## config.mk

```make
export PLATFORM = sky130hd
export DESIGN_NAME = lif_neuron_integrator
export DESIGN_NICKNAME = d
export VERILOG_FILES = /design/src/rtl/neuron_pkg.sv /design/src/rtl/lif_sat_addsub.sv /design/src/rtl/lif_neuron_integrator.sv
export SDC_FILE = /design/constraint.sdc
export NUM_CORES = 1
export LEC_CHECK = 0
export CAP_MARGIN = 0
export CORE_ASPECT_RATIO = 2
export CORE_UTILIZATION = 40
export CTS_CLUSTER_DIAMETER = 40
export DETAILED_ROUTE_END_ITERATION = 8
export PLACE_DENSITY_LB_ADDON = 0.2
export SETUP_SLACK_MARGIN = 0.02
export SLEW_MARGIN = 20
export SYNTH_ARGS = -nofsm -noshare
export SYNTH_HDL_FRONTEND = slang
export SYNTH_HIERARCHICAL = 1
export SYNTH_SLANG_ARGS = --single-unit
export TNS_END_PERCENT = 50
```

## constraint.sdc

```tcl
create_clock -name clk -period 3.7 [get_ports clk]
set_clock_uncertainty 0.1 [all_clocks]
set_input_delay 1.11 -clock clk [delete_from_list [all_inputs] [get_ports clk]]
set_output_delay 1.11 -clock clk [all_outputs]
set_load 0.005 [all_outputs]
```

## src/rtl/neuron_pkg.sv

```systemverilog
// rtl/neuron_pkg.sv - shared width, state type and arithmetic helpers for the LIF neuron datapath
package neuron_pkg;

  localparam int NEURON_W = 21;

  typedef enum logic [2:0] {
    ST_IDLE,
    ST_LEAK,
    ST_GAIN,
    ST_UPDATE,
    ST_HOLD
  } state_e;

  // The downstream shift unit only implements this subset of amounts.
  function automatic bit shift_legal(input int s);
    return (s == 3) || (s == 4) || ((s >= 6) && (s <= 9));
  endfunction

  function automatic logic signed [NEURON_W-1:0] sat21(
    input logic signed [NEURON_W-1:0] a,
    input logic signed [NEURON_W-1:0] b,
    input logic                       sub
  );
    logic signed [NEURON_W:0] a_x;
    logic signed [NEURON_W:0] b_x;
    logic signed [NEURON_W:0] s;
    a_x = {a[NEURON_W-1], a};
    b_x = {b[NEURON_W-1], b};
    s   = sub ? (a_x - b_x) : (a_x + b_x);
    if (s[NEURON_W] != s[NEURON_W-1]) begin
      return s[NEURON_W] ? {1'b1, {(NEURON_W-1){1'b0}}} : {1'b0, {(NEURON_W-1){1'b1}}};
    end
    return s[NEURON_W-1:0];
  endfunction

endpackage

```

## src/rtl/lif_sat_addsub.sv

```systemverilog
// rtl/lif_sat_addsub.sv - 21-bit signed add/subtract clamped to the representable range
module lif_sat_addsub
  import neuron_pkg::*;
(
  input  logic signed [NEURON_W-1:0] a,
  input  logic signed [NEURON_W-1:0] b,
  input  logic                       sub,
  output logic signed [NEURON_W-1:0] y
);

  always_comb begin
    y = sat21(a, b, sub);
  end

endmodule

```

## src/rtl/lif_neuron_integrator.sv

```systemverilog
// rtl/lif_neuron_integrator.sv - leaky-integrate-and-fire update stage driving an external shift unit
// Optional saturating spike counter with clear: define LIF_SPIKE_COUNT_EN.
module lif_neuron_integrator
  import neuron_pkg::*;
#(
  parameter int LEAK_SHIFT    = 4,
  parameter int GAIN_SHIFT    = 3,
  parameter int V_TH          = 1000,
  parameter int V_RESET       = 0,
  parameter int REFRAC_CYCLES = 2
) (
  input  logic                       clk,
  input  logic                       rst_n,
  input  logic                       in_valid,
  output logic                       in_ready,
  input  logic signed [NEURON_W-1:0] i_in,
  output logic                       out_valid,
  input  logic                       out_ready,
  output logic signed [NEURON_W-1:0] v_out,
  output logic                       spike,
  output logic signed [NEURON_W-1:0] sh_a,
  output logic        [3:0]          sh_b,
  output logic                       sh_flag,
`ifdef LIF_SPIKE_COUNT_EN
  output logic        [15:0]         spike_count,
  input  logic                       cnt_clr,
`endif
  input  logic signed [NEURON_W-1:0] sh_result
);

  if (!shift_legal(LEAK_SHIFT)) begin : g_bad_leak_shift
    $error("lif_neuron_integrator: LEAK_SHIFT not supported by the shift unit");
  end
  if (!shift_legal(GAIN_SHIFT)) begin : g_bad_gain_shift
    $error("lif_neuron_integrator: GAIN_SHIFT not supported by the shift unit");
  end
  if ((REFRAC_CYCLES < 0) || (REFRAC_CYCLES > 15)) begin : g_bad_refrac
    $error("lif_neuron_integrator: REFRAC_CYCLES must be 0..15");
  end

  localparam logic signed [NEURON_W-1:0] V_TH_S      = NEURON_W'(V_TH);
  localparam logic signed [NEURON_W-1:0] V_RESET_S   = NEURON_W'(V_RESET);
  localparam logic        [3:0]          LEAK_B      = 4'(LEAK_SHIFT);
  localparam logic        [3:0]          GAIN_B      = 4'(GAIN_SHIFT);
  localparam logic        [3:0]          REFRAC_INIT = 4'(REFRAC_CYCLES);

  state_e                       state_q, state_d;
  logic signed [NEURON_W-1:0]   v_q, v_d;
  logic signed [NEURON_W-1:0]   acc_q, acc_d;
  logic signed [NEURON_W-1:0]   i_reg_q, i_reg_d;
  logic signed [NEURON_W-1:0]   lk_a_q, lk_a_d;
  logic        [3:0]            refrac_q, refrac_d;
  logic                         in_ready_q, in_ready_d;
  logic                         out_valid_q, out_valid_d;
  logic                         spike_q, spike_d;
  logic signed [NEURON_W-1:0]   v_out_q, v_out_d;

  logic signed [NEURON_W-1:0]   addsub_a;
  logic                         addsub_sub;
  logic signed [NEURON_W-1:0]   addsub_y;
  logic                         fire;

  // One shared clamp adder: subtracts the leak in LEAK, adds the gain term in GAIN.
  assign addsub_a   = (state_q == ST_GAIN) ? acc_q : v_q;
  assign addsub_sub = (state_q == ST_LEAK);

  lif_sat_addsub u_addsub (
    .a   (addsub_a),
    .b   (sh_result),
    .sub (addsub_sub),
    .y   (addsub_y)
  );

  assign fire = (state_q == ST_UPDATE) && (refrac_q == 4'd0) && (acc_q >= V_TH_S);

  always_ff @(posedge clk or negedge rst_n) begin
    if (!rst_n) begin
      state_q     <= ST_IDLE;
      v_q         <= V_RESET_S;
      acc_q       <= '0;
      i_reg_q     <= '0;
      lk_a_q      <= '0;
      refrac_q    <= '0;
      in_ready_q  <= 1'b0;
      out_valid_q <= 1'b0;
      spike_q     <= 1'b0;
      v_out_q     <= V_RESET_S;
    end else begin
      state_q     <= state_d;
      v_q         <= v_d;
      acc_q       <= acc_d;
      i_reg_q     <= i_reg_d;
      lk_a_q      <= lk_a_d;
      refrac_q    <= refrac_d;
      in_ready_q  <= in_ready_d;
      out_valid_q <= out_valid_d;
      spike_q     <= spike_d;
      v_out_q     <= v_out_d;
    end
  end

  always_comb begin
    state_d = state_q;
    case (state_q)
      ST_IDLE:   if (in_valid && in_ready_q) state_d = ST_LEAK;
      ST_LEAK:   state_d = ST_GAIN;
      ST_GAIN:   state_d = ST_UPDATE;
      ST_UPDATE: state_d = ST_HOLD;
      ST_HOLD:   if (out_valid_q && out_ready) state_d = ST_IDLE;
      default:   state_d = ST_IDLE;
    endcase
  end

  always_comb begin
    v_d         = v_q;
    acc_d       = acc_q;
    i_reg_d     = i_reg_q;
    lk_a_d      = lk_a_q;
    refrac_d    = refrac_q;
    out_valid_d = out_valid_q;
    spike_d     = spike_q;
    v_out_d     = v_out_q;
    in_ready_d  = (state_d == ST_IDLE);
    case (state_q)
      ST_IDLE: begin
        if (in_valid && in_ready_q) i_reg_d = i_in;
      end
      ST_LEAK: begin
        acc_d  = addsub_y;
        lk_a_d = v_q;
      end
      ST_GAIN: begin
        acc_d = addsub_y;
      end
      ST_UPDATE: begin
        if (refrac_q != 4'd0) begin
          v_d      = V_RESET_S;
          spike_d  = 1'b0;
          refrac_d = refrac_q - 4'd1;
        end else if (fire) begin
          v_d      = V_RESET_S;
          spike_d  = 1'b1;
          refrac_d = REFRAC_INIT;
        end else begin
          v_d      = acc_q;
          spike_d  = 1'b0;
        end
        v_out_d     = v_d;
        out_valid_d = 1'b1;
      end
      ST_HOLD: begin
        if (out_valid_q && out_ready) begin
          out_valid_d = 1'b0;
          spike_d     = 1'b0;
        end
      end
      default: ;
    endcase
  end

  // Outside LEAK/GAIN the shift unit keeps seeing the last leak operand and amount.
  always_comb begin
    sh_a = lk_a_q;
    sh_b = LEAK_B;
    case (state_q)
      ST_LEAK: sh_a = v_q;
      ST_GAIN: begin
        sh_a = i_reg_q;
        sh_b = GAIN_B;
      end
      default: ;
    endcase
  end

  assign sh_flag   = 1'b1;
  assign in_ready  = in_ready_q;
  assign out_valid = out_valid_q;
  assign spike     = spike_q;
  assign v_out     = v_out_q;

`ifdef LIF_SPIKE_COUNT_EN
  logic [15:0] spike_count_q, spike_count_d;

  always_comb begin
    spike_count_d = spike_count_q;
    if (cnt_clr) begin
      spike_count_d = '0;
    end else if (fire && (spike_count_q != 16'hFFFF)) begin
      spike_count_d = spike_count_q + 16'd1;
    end
  end

  always_ff @(posedge clk or negedge rst_n) begin
    if (!rst_n) begin
      spike_count_q <= '0;
    end else begin
      spike_count_q <= spike_count_d;
    end
  end

  assign spike_count = spike_count_q;
`endif

endmodule

```

# Word-level counts from Yosys, hierarchy flattened
# Index checks and enable logic that the tools add are counted.
[classes]
n_lt_le_gt_ge = 1
n_eq_ne = 6
shifts = 0
bitwise = 0
muxes = 20
reduce_logical = 14
div_mod_pow = 0
add_sub_neg = 3
mul = 0
[op_table]
columns = ["operator", "count"]
rows = [
  ["two-way mux 21 bit", 6],
  ["one-hot mux 21 bit (2 select lines)", 1],
  ["adder 21 x 21 -> 22 bit", 1],
  ["two-way mux 22 bit", 1],
  ["subtractor 21 x 21 -> 22 bit", 1],
  [">= comparator 21 x 11 -> 1 bit, second input constant", 1],
  ["one-hot mux 3 bit (5 select lines)", 1],
  ["two-way mux 3 bit", 3],
  ["two-way mux 4 bit", 2],
  ["equality test 3 x 2 -> 1 bit, second input constant", 2],
  ["zero test 3 bit", 2],
  ["AND reduction 2 bit", 3],
  ["logical AND 1 bit", 4],
  ["zero test 4 bit", 1],
  ["two-way mux 1 bit", 4],
  ["one-hot mux 1 bit (2 select lines)", 2],
  ["nonzero test 2 bit", 2],
  ["nonzero test 4 bit", 1],
  ["subtractor 4 x 1 -> 4 bit, second input constant", 1],
  ["equality test 3 x 1 -> 1 bit, second input constant", 1],
  ["equality test 3 bit, second input constant", 1],
  ["inequality test 2 bit, second input constant", 1],
  ["OR reduction 2 bit", 1],
  ["inequality test 1 bit", 1],
]
[totals]
latch_bits = 0
output_inout_bits = 50
mem_count = 0
elab_cells = 53
mem_bits_ro = 0
reg_bits = 94
in_bits = 46
ramBits = 0

# Depth between registers and ports, before layout
[logic_depth]
word_depth = 7
mapped_depth = 19
ltp_nobuf = 16

# Cells and area by module
# The synthesis kept the hierarchy.
[modules_own_cells]
columns = ["mod", "area_each_um2", "seq_area_each_um2", "n_inst", "cells_each"]
rows = [
  ["lif_neuron_integrator", 4400.5, 2352.3, 1, 379],
  ["lif_sat_addsub", 1727.9, 0.0, 1, 236],
]

# Worst setup path before layout
# Ideal clock, no wire load.
[synth_timing]
kind = "input to register"
start = "input sh_result[7]"
end = "register acc_q[13]"
t_required_ns = 3.472
path_buffers = 1
setup_time_ns = 0.128
stages = 14
arrival_ns = 4.408
slack_ns = -0.936
cell_sequence = "or4_1 -> nor2_1 -> a21oi_1 -> xnor2_1 -> ha_1 -> a21o_1 -> a2111o_1 -> o221ai_1 -> o31a_1 -> xnor2_4 -> nor2_2 -> buf_6 -> o21ai_2 -> mux2_1"
[synth_between]
elab_chain_len = 5
elab_cells_between_ends = 8
classes_between = "add/sub: 2; eq/ne: 1; mux: 5"
[synth_rtl]
columns = ["element", "line", "source"]
rows = [
  ["start, declared", "lif_neuron_integrator.sv:28", "input logic signed [NEURON_W-1:0] sh_result"],
  ["adder 21 x 21 -> 22 bit / subtractor 21 x 21 -> 22 bit (equally long branches)", "neuron_pkg.sv:29", "s = sub ? (a_x - b_x) : (a_x + b_x);"],
  ["two-way mux 22 bit (*)", "neuron_pkg.sv:29", ""],
  ["two-way mux 21 bit / inequality test 1 bit (equally long branches)", "neuron_pkg.sv:31, neuron_pkg.sv:30", ""],
  ["two-way mux 21 bit / two-way mux 1 bit (equally long branches)", "neuron_pkg.sv:30", "if (s[NEURON_W] != s[NEURON_W-1]) begin"],
  ["two-way mux 21 bit (*)", "neuron_pkg.sv:33", "return s[NEURON_W-1:0];"],
  ["named net addsub_y[13]", "lif_neuron_integrator.sv:60", "logic signed [NEURON_W-1:0] addsub_y;"],
  ["end signal, assigned", "lif_neuron_integrator.sv:80", "acc_q <= '0;"],
  ["end signal, assigned", "lif_neuron_integrator.sv:91", "acc_q <= acc_d;"],
  ["end, declared", "lif_neuron_integrator.sv:49", "logic signed [NEURON_W-1:0] acc_q, acc_d;"],
]
# Mark *: on every way through the listed nets, which the timed path passes. The rest lies on a longest branch. The select of a mux whose other input is x is not followed.
# A chain may end at the register's enable or synchronous reset.

# Final worst setup path
[layout_timing]
start = "input sh_result[3]"
end = "register acc_q[7]"
# Same word-level chain as after synthesis.

==> run metrics <==
Die H 177 um; Critical Path Fanout Max 5; internal power 0.00661 W; Gate Count Post-Synth 615; number of enable flip-flop cells after synthesis 0; TritonCTS clock tree yes; Achievable Freq 233 MHz; fraction of the mapped netlist area in simple logic gates 14.1%; wire length reported by the detailed router 16.6 mm; final hold violations 0; leakage 3.97 nW; pin count of the biggest net entering global routing 50; clk buf depth 2; Comb pwr share 73.3%; final standard cell utilization of the core 58.7%; count of standard-cell rows 63; placed cells 984; multiplexer share of the synthesized area 16.6%; path class of the lowest-slack min-delay path reg2reg; top library cells by usage in the layout, fill and taps aside 120 x sky130_fd_sc_hd__buf_4, 99 x sky130_fd_sc_hd__nand2_1, 94 x sky130_fd_sc_hd__dfrtp_1, 79 x sky130_fd_sc_hd__clkdlybuf4s50_1, 69 x sky130_fd_sc_hd__mux2_2; clock power share 8.5%; hold path depth 1; Psw 0.00447 W; combinational family with the most area after synthesis multiplexers; effective utilization at floorplan 41.1%; biggest area contributors in the synthesized netlist sky130_fd_sc_hd__dfrtp_1 38%, sky130_fd_sc_hd__mux2_2 13%, sky130_fd_sc_hd__nand2_1 6.1%; number of primary I/O pins 96; First-pass DRT Iterations 5; Final Setup Violations 21; H-tree depth 3; cell occurring most often along the worst timing path sky130_fd_sc_hd__buf_6; kind of launch point of the worst setup path input port; Final GP Congestion 0.795; worst-skew pair later-pin latency 0.35 ns; buffers plus inverters on the worst setup path 2; number of antenna violations at the first check in global routing 0; half-perimeter wire length after detailed placement 12.7 mm; path depth of the worst reg2reg path 15; worst vdd rail ir drop 0.579 mV; final antenna diode count 0; average footprint of a synthesized cell 9.96 um^2; Starting DRT DRC Count 291; final worst setup slack -0.600 ns; compound-cell area share of the yosys netlist 14.7%; post-layout min period 4.30 ns; worst-margin pin slew 0.979 ns; routed vias 5413; switching part of the total 40.3%; gate family responsible for the most delay along the worst path compound AO/OA/AOI/OAI gates; R2R Path Start state_q[2]$_DFF_PN0_; post-synthesis instance area 6130 um^2; wire per inst 16.2 um; total clock sinks 94; share of Yosys cell area claimed by the top area cell type 38.4%; clock root cell sky130_fd_sc_hd__clkbuf_16; die outline area 15900 um^2; Synth warnings 6; part of the total power dissipated in sequential elements 18.2%; Min-Delay Endpoint lk_a_q[5]$_DFFE_PN0N_; post-synthesis adder-cell area fraction 6.00%; floorplan core area 14900 um^2; Max Cap Viol 0; violated checks negative setup slack; result of the run finished, violations left; commonest non-fill, non-tap cell in the layout sky130_fd_sc_hd__buf_4; net count of the mapped netlist 685; relative slew slack 34.7%; drt via density 5.30; total of flip-flops plus latches after synthesis 94; critical path data required time 3.83 ns; delay of the slowest cell on the worst path 0.57 ns; die width 89.5 um; area growth from synthesis to layout 42.6%; synthesized-area fraction occupied by xor and xnor cells 5.86%; count of input and output buffers 93; # DRC 0; Non-Filler Instances 1021; fraction of registers with async set/reset 100%; R2R Path End acc_q[7]$_DFFE_PN0N_; Critical-path top delay cell sky130_fd_sc_hd__or4_4; cell taking the most area after synthesis sky130_fd_sc_hd__dfrtp_1; fraction of final layout cells with drive strength greater than 1 38.1%; ANT nets after route 0; pre-CTS setup slack -1.57 ns; critical path, cell by cell buf_6, or4_4, nor2_4, a21oi_2, xnor2_1, ha_1, nand2_1, o21ai_2, a2111o_1, o221ai_4, o31a_1, xnor2_4, buf_6, maj3_2, mux2_4; Congestion Overflow GR 0; final layout net count 891; start-to-end type of the worst setup path in2reg; share of the clock period used by the worst path 116%; Slew Limit Fails 0; global-route wire length before repair 27.1 mm; power density cells 1270 nW/um^2; Total Routing Usage GR 22.3%; hold_sp lk_a_q[5]$_DFFE_PN0N_; register-to-register setup slack -0.21 ns; number of distinct standard cells referenced by the synthesized netlist 66; clock input transition at the sequential cells of the worst setup and hold paths 0.06 ns; most used flip-flop cell after synthesis sky130_fd_sc_hd__dfrtp_1; portion of the post-synthesis area used by sequential elements 38.4%; via count of the first global-routing pass 5607; data arrival at the endpoint of the critical path 4.43 ns; Worst setup EP type flip-flop; number of clock buffers inserted by TritonCTS 9; Hold Buf Count CTS 0; unrepaired setup endpoints after global routing yes
-- worst register-to-register path: stages, from the launching register on --
cell and delay, ns:
sky130_fd_sc_hd__dfrtp_1 0.45, sky130_fd_sc_hd__nor3b_2 0.35, sky130_fd_sc_hd__buf_12 0.16, sky130_fd_sc_hd__buf_4 0.16
sky130_fd_sc_hd__nor2_1 0.06, sky130_fd_sc_hd__xnor2_1 0.20, sky130_fd_sc_hd__ha_1 0.30, sky130_fd_sc_hd__a21oi_2 0.16
sky130_fd_sc_hd__o21ai_2 0.09, sky130_fd_sc_hd__a2111o_1 0.42, sky130_fd_sc_hd__o221ai_4 0.21, sky130_fd_sc_hd__o31a_1 0.27
sky130_fd_sc_hd__xnor2_4 0.13, sky130_fd_sc_hd__buf_6 0.15, sky130_fd_sc_hd__maj3_2 0.30, sky130_fd_sc_hd__mux2_4 0.27
-- layer usage --
metal | global-route usage [%] | share of wire [%] | vias up
met5 | 0 | 0 | -
met4 | 9.39 | 3.0 | 0
met3 | 1.82 | 2.6 | 31
met2 | 42.7 | 57 | 125
met1 | 23.9 | 38 | 2643
li1 | - | - | 2614
-- stage by stage --
stage / instance area, um^2 / total power (W) / hold slack (ns) / setup TNS, ns
after floorplan: 6160 / 0.00658 / 0.364 / -14.92
after detailed placement: 8060 / 0.00943 / 0.395 / -31.13
after global placement: 8060 / 0.00917 / 0.390 / -29.98
final: 8740 / 0.0111 / 0.407 / -11.34
after CTS: 8680 / 0.0110 / 0.409 / -12.21
after global routing: 8740 / 0.0119 / 0.413 / -14.95
-- how the worst max path moves through the flow --
stage / start / to / depth (start not counted) / slack, ns
after global placement: sh_result[3] / acc_q[4]$_DFFE_PN0N_ / 15 / -1.51
after detailed placement: sh_result[3] / acc_q[19]$_DFFE_PN0N_ / 15 / -1.57
after global routing: sh_result[3] / acc_q[7]$_DFFE_PN0N_ / 16 / -0.73
final: sh_result[3] / acc_q[7]$_DFFE_PN0N_ / 15 / -0.60
after floorplan: sh_result[3] / acc_q[19]$_DFFE_PN0N_ / 14 / -0.76
after CTS: sh_result[2] / acc_q[7]$_DFFE_PN0N_ / 15 / -0.64
-- state kept, by name, summed over array words and instances (netlist names) --
register	cells
acc_q	21
i_reg_q	21
in_ready	1
lk_a_q	21
out_valid	1
refrac_q	4
spike	1
state_q	3
v_out	21
-- what timing repair did --
action                     in CTS  in global routing
gates resized for setup        93                 17
pin swaps                      38                 26
setup buffers                  19                  1
setup endpoints to repair      42                 42
cloned                          1                  0
-- logic make-up (layout without fill, tap and decap cells) --
family,count (synthesis),count (layout)
adders and majority gates,30,30
buffers and inverters,48,258
AOI/OAI and AO/OA,138,138
other,2,2
muxes,86,86
and+or+nand+nor,179,180
DFF,94,94
xor gates and xnor gates,38,38
-- cell usage after synthesis, types with 5 or more instances --
cell                       instances
sky130_fd_sc_hd__buf_2             7
sky130_fd_sc_hd__a22oi_1          21
sky130_fd_sc_hd__xnor2_1          28
sky130_fd_sc_hd__buf_4             9
sky130_fd_sc_hd__clkbuf_1         11
sky130_fd_sc_hd__o21ai_0          33
sky130_fd_sc_hd__nand3_1           5
sky130_fd_sc_hd__a31oi_1          11
sky130_fd_sc_hd__mux2_4           14
sky130_fd_sc_hd__inv_1            15
sky130_fd_sc_hd__nor4_1            6
sky130_fd_sc_hd__ha_1             23
sky130_fd_sc_hd__nor3_1           10
sky130_fd_sc_hd__nand4_1           6
sky130_fd_sc_hd__nor2_1           24
sky130_fd_sc_hd__a21oi_1          28
sky130_fd_sc_hd__nand2_1          99
sky130_fd_sc_hd__dfrtp_1          94
sky130_fd_sc_hd__o21ai_2           8
sky130_fd_sc_hd__xor2_1            8
sky130_fd_sc_hd__a21o_1            9
sky130_fd_sc_hd__maj3_1            6
sky130_fd_sc_hd__mux2_2           69
-- layout make-up --
class / instances / area, um^2
inverters: 15 / 56.3
multi-input cells: 474 / 3790
repair buffers: 227 / 2000
fillers: 1280 / 6160
clock buffers: 12 / 256
flip-flops and latches: 94 / 2350
well taps: 195 / 244
clock inverters: 4 / 45.0
-- power by group through the flow --
| stage | sequential (W) | combinational (W) | clock, W |
|---|---|---|---|
| 2_1_floorplan | 0.00188 | 0.00470 | 0 |
| 3_3_place_gp | 0.00200 | 0.00717 | 0 |
| 3_5_place_dp | 0.00203 | 0.00739 | 0 |
| 4_1_cts | 0.00202 | 0.00807 | 0.000948 |
| 5_1_grt | 0.00209 | 0.00884 | 0.000984 |
| 6_report | 0.00202 | 0.00812 | 0.000939 |
Note: power is estimated with default switching activity, not from simulation.
==> RTL edit: new RTL, config.mk and constraints unchanged <==
The package constant `NEURON_W` goes from 21 to 23.
--- a/src/rtl/neuron_pkg.sv
+++ b/src/rtl/neuron_pkg.sv
@@ -1,7 +1,7 @@
 // rtl/neuron_pkg.sv - shared width, state type and arithmetic helpers for the LIF neuron datapath
 package neuron_pkg;
 
-  localparam int NEURON_W = 21;
+  localparam int NEURON_W = 23;
 
   typedef enum logic [2:0] {
     ST_IDLE,
Interface: changed (resized i_in, sh_a, sh_result and v_out); port bits go from 96 to 104. No check against the original RTL was run, so the function may have changed too.
==> RTL edit against the unedited design <==
The run still ends with setup timing left; combinational power grew 8.9%; total power increased by 7.8%; routed wire length grew 4.7%; sequential cell count increased by 8; count of clock-buffer cells in the layout unchanged; register-to-register slack got worse by 480 ps; worst setup slack worse by 260 ps; non-clock buffer count is 13 higher; global-route usage decreased by 1.2 points; area after synthesis is 9.3% higher; synthesized cell count grew 11%; final area increased by 7.8%.
==> RTL edit: results (changes against the unedited design) <==
| Metric | Value |
|---|---|
| Syn_nets | 757 (+11%) |
| Failing checks | setup timing |
| Final Net Count | 974 (+9.3%) |
| Largest net degree at the start of global routing | 54 (+8.0%) |
| Critical path arrival | 4690 ps (+260 ps) |
| Global-route wire length before repair | 28,500 µm (+5.5%) |
| GRT Total Usage | 21.1% (-1.2 points) |
| Final Instance Area | 0.00942 mm² (+7.8%) |
| Int Power | 7.34 mW (+11%) |
| ClkCell Share | 3.20% (-0.25 points) |
| Synth cell count leaders | 111 x nand2_1, 102 x dfrtp_1, 75 x mux2_2, 39 x a21oi_1, 34 x xnor2_1 |
| Placed Area | 0.00893 mm² (+11%) |
| Status | finished, violations left |
| Placed insts | 1,081 (+9.9%) |
| Peak supply drop | 0.000632 V (+9.1%) |
| Non-clk invs | 22 (+7) |
| Measured slew at the worst slew-check pin | 626 ps (-353 ps) |
| Setup ws final | -861 ps (-262 ps) |
| Final setup viols | 23 (+9.5%) |
| Detail Placement HPWL | 13,800 µm (+8.9%) |
| Sequential cell area share | 27.1% (+0.18 points) |
| Non-CTS buffers | 240 (+5.7%) |
| Final TNS setup | -17,840 ps (-6500 ps) |
| Layout area overhead | 40.6% |
| Iteration-0 DRC Markers | 273 (-6.2%) |
RTL edit: cell count changes after synthesis, sizes merged, moves of 4 or more:
cell,delta
nand2,+11
inv,+7
o21ai,-8
mux2,+8
or4,-4
nor2,+6
dfrtp,+8
a31oi,-4
nand4,-4
nand2b,+5
a21oi,+10
maj3,+16
xnor2,+5
RTL edit: final timing paths:
| path | depth (start not counted) | from | endpoint | slack [ps] |
|---|---|---|---|---|
| setup / recovery | 21 | sh_result[1] | acc_q[20]$_DFFE_PN0N_ | -860 |
| hold / removal | 1 | lk_a_q[22]$_DFFE_PN0N_ | lk_a_q[22]$_DFFE_PN0N_ | 410 |
| setup reg to reg | 16 | state_q[0]$_DFF_PN0_ | acc_q[20]$_DFFE_PN0N_ | -690 |
| hold reg to reg | 1 | lk_a_q[22]$_DFFE_PN0N_ | lk_a_q[22]$_DFFE_PN0N_ | 410 |
| max in group asynchronous | 2 | rst_n | v_out[5]$_DFFE_PN0P_ | 2100 |
| min in group asynchronous | 1 | rst_n | i_reg_q[21]$_DFFE_PN0P_ | 690 |
RTL edit: layer usage:
layer	wire [µm]	up-vias	global-route usage [%]
met2	9800	116	40.8
met1	6460	2755	22.1
met4	640	0	10.4
met5	0	-	0
li1	-	2846	-
met3	451	35	2.01
RTL edit: kinds of logic (layout without fill, tap and decap cells):
family / after synthesis / in the layout / synth area share [%]
fa+ha+maj: 48 / 48 / 8.61
flops: 102 / 102 / 38.1
other cells: 2 / 2 / 0.112
mux: 94 / 94 / 15.8
simple gates: 194 / 194 / 13.3
xor+xnor: 42 / 42 / 5.60
compound gates: 143 / 143 / 14.1
buf+inv: 56 / 278 / 4.39
RTL edit: timing repair:
action	4_1_cts	5_1_grt
setup buffers	6	2
resized for setup	50	7
pin swaps	15	4
gates cloned	2	0
setup endpoints to repair	42	42
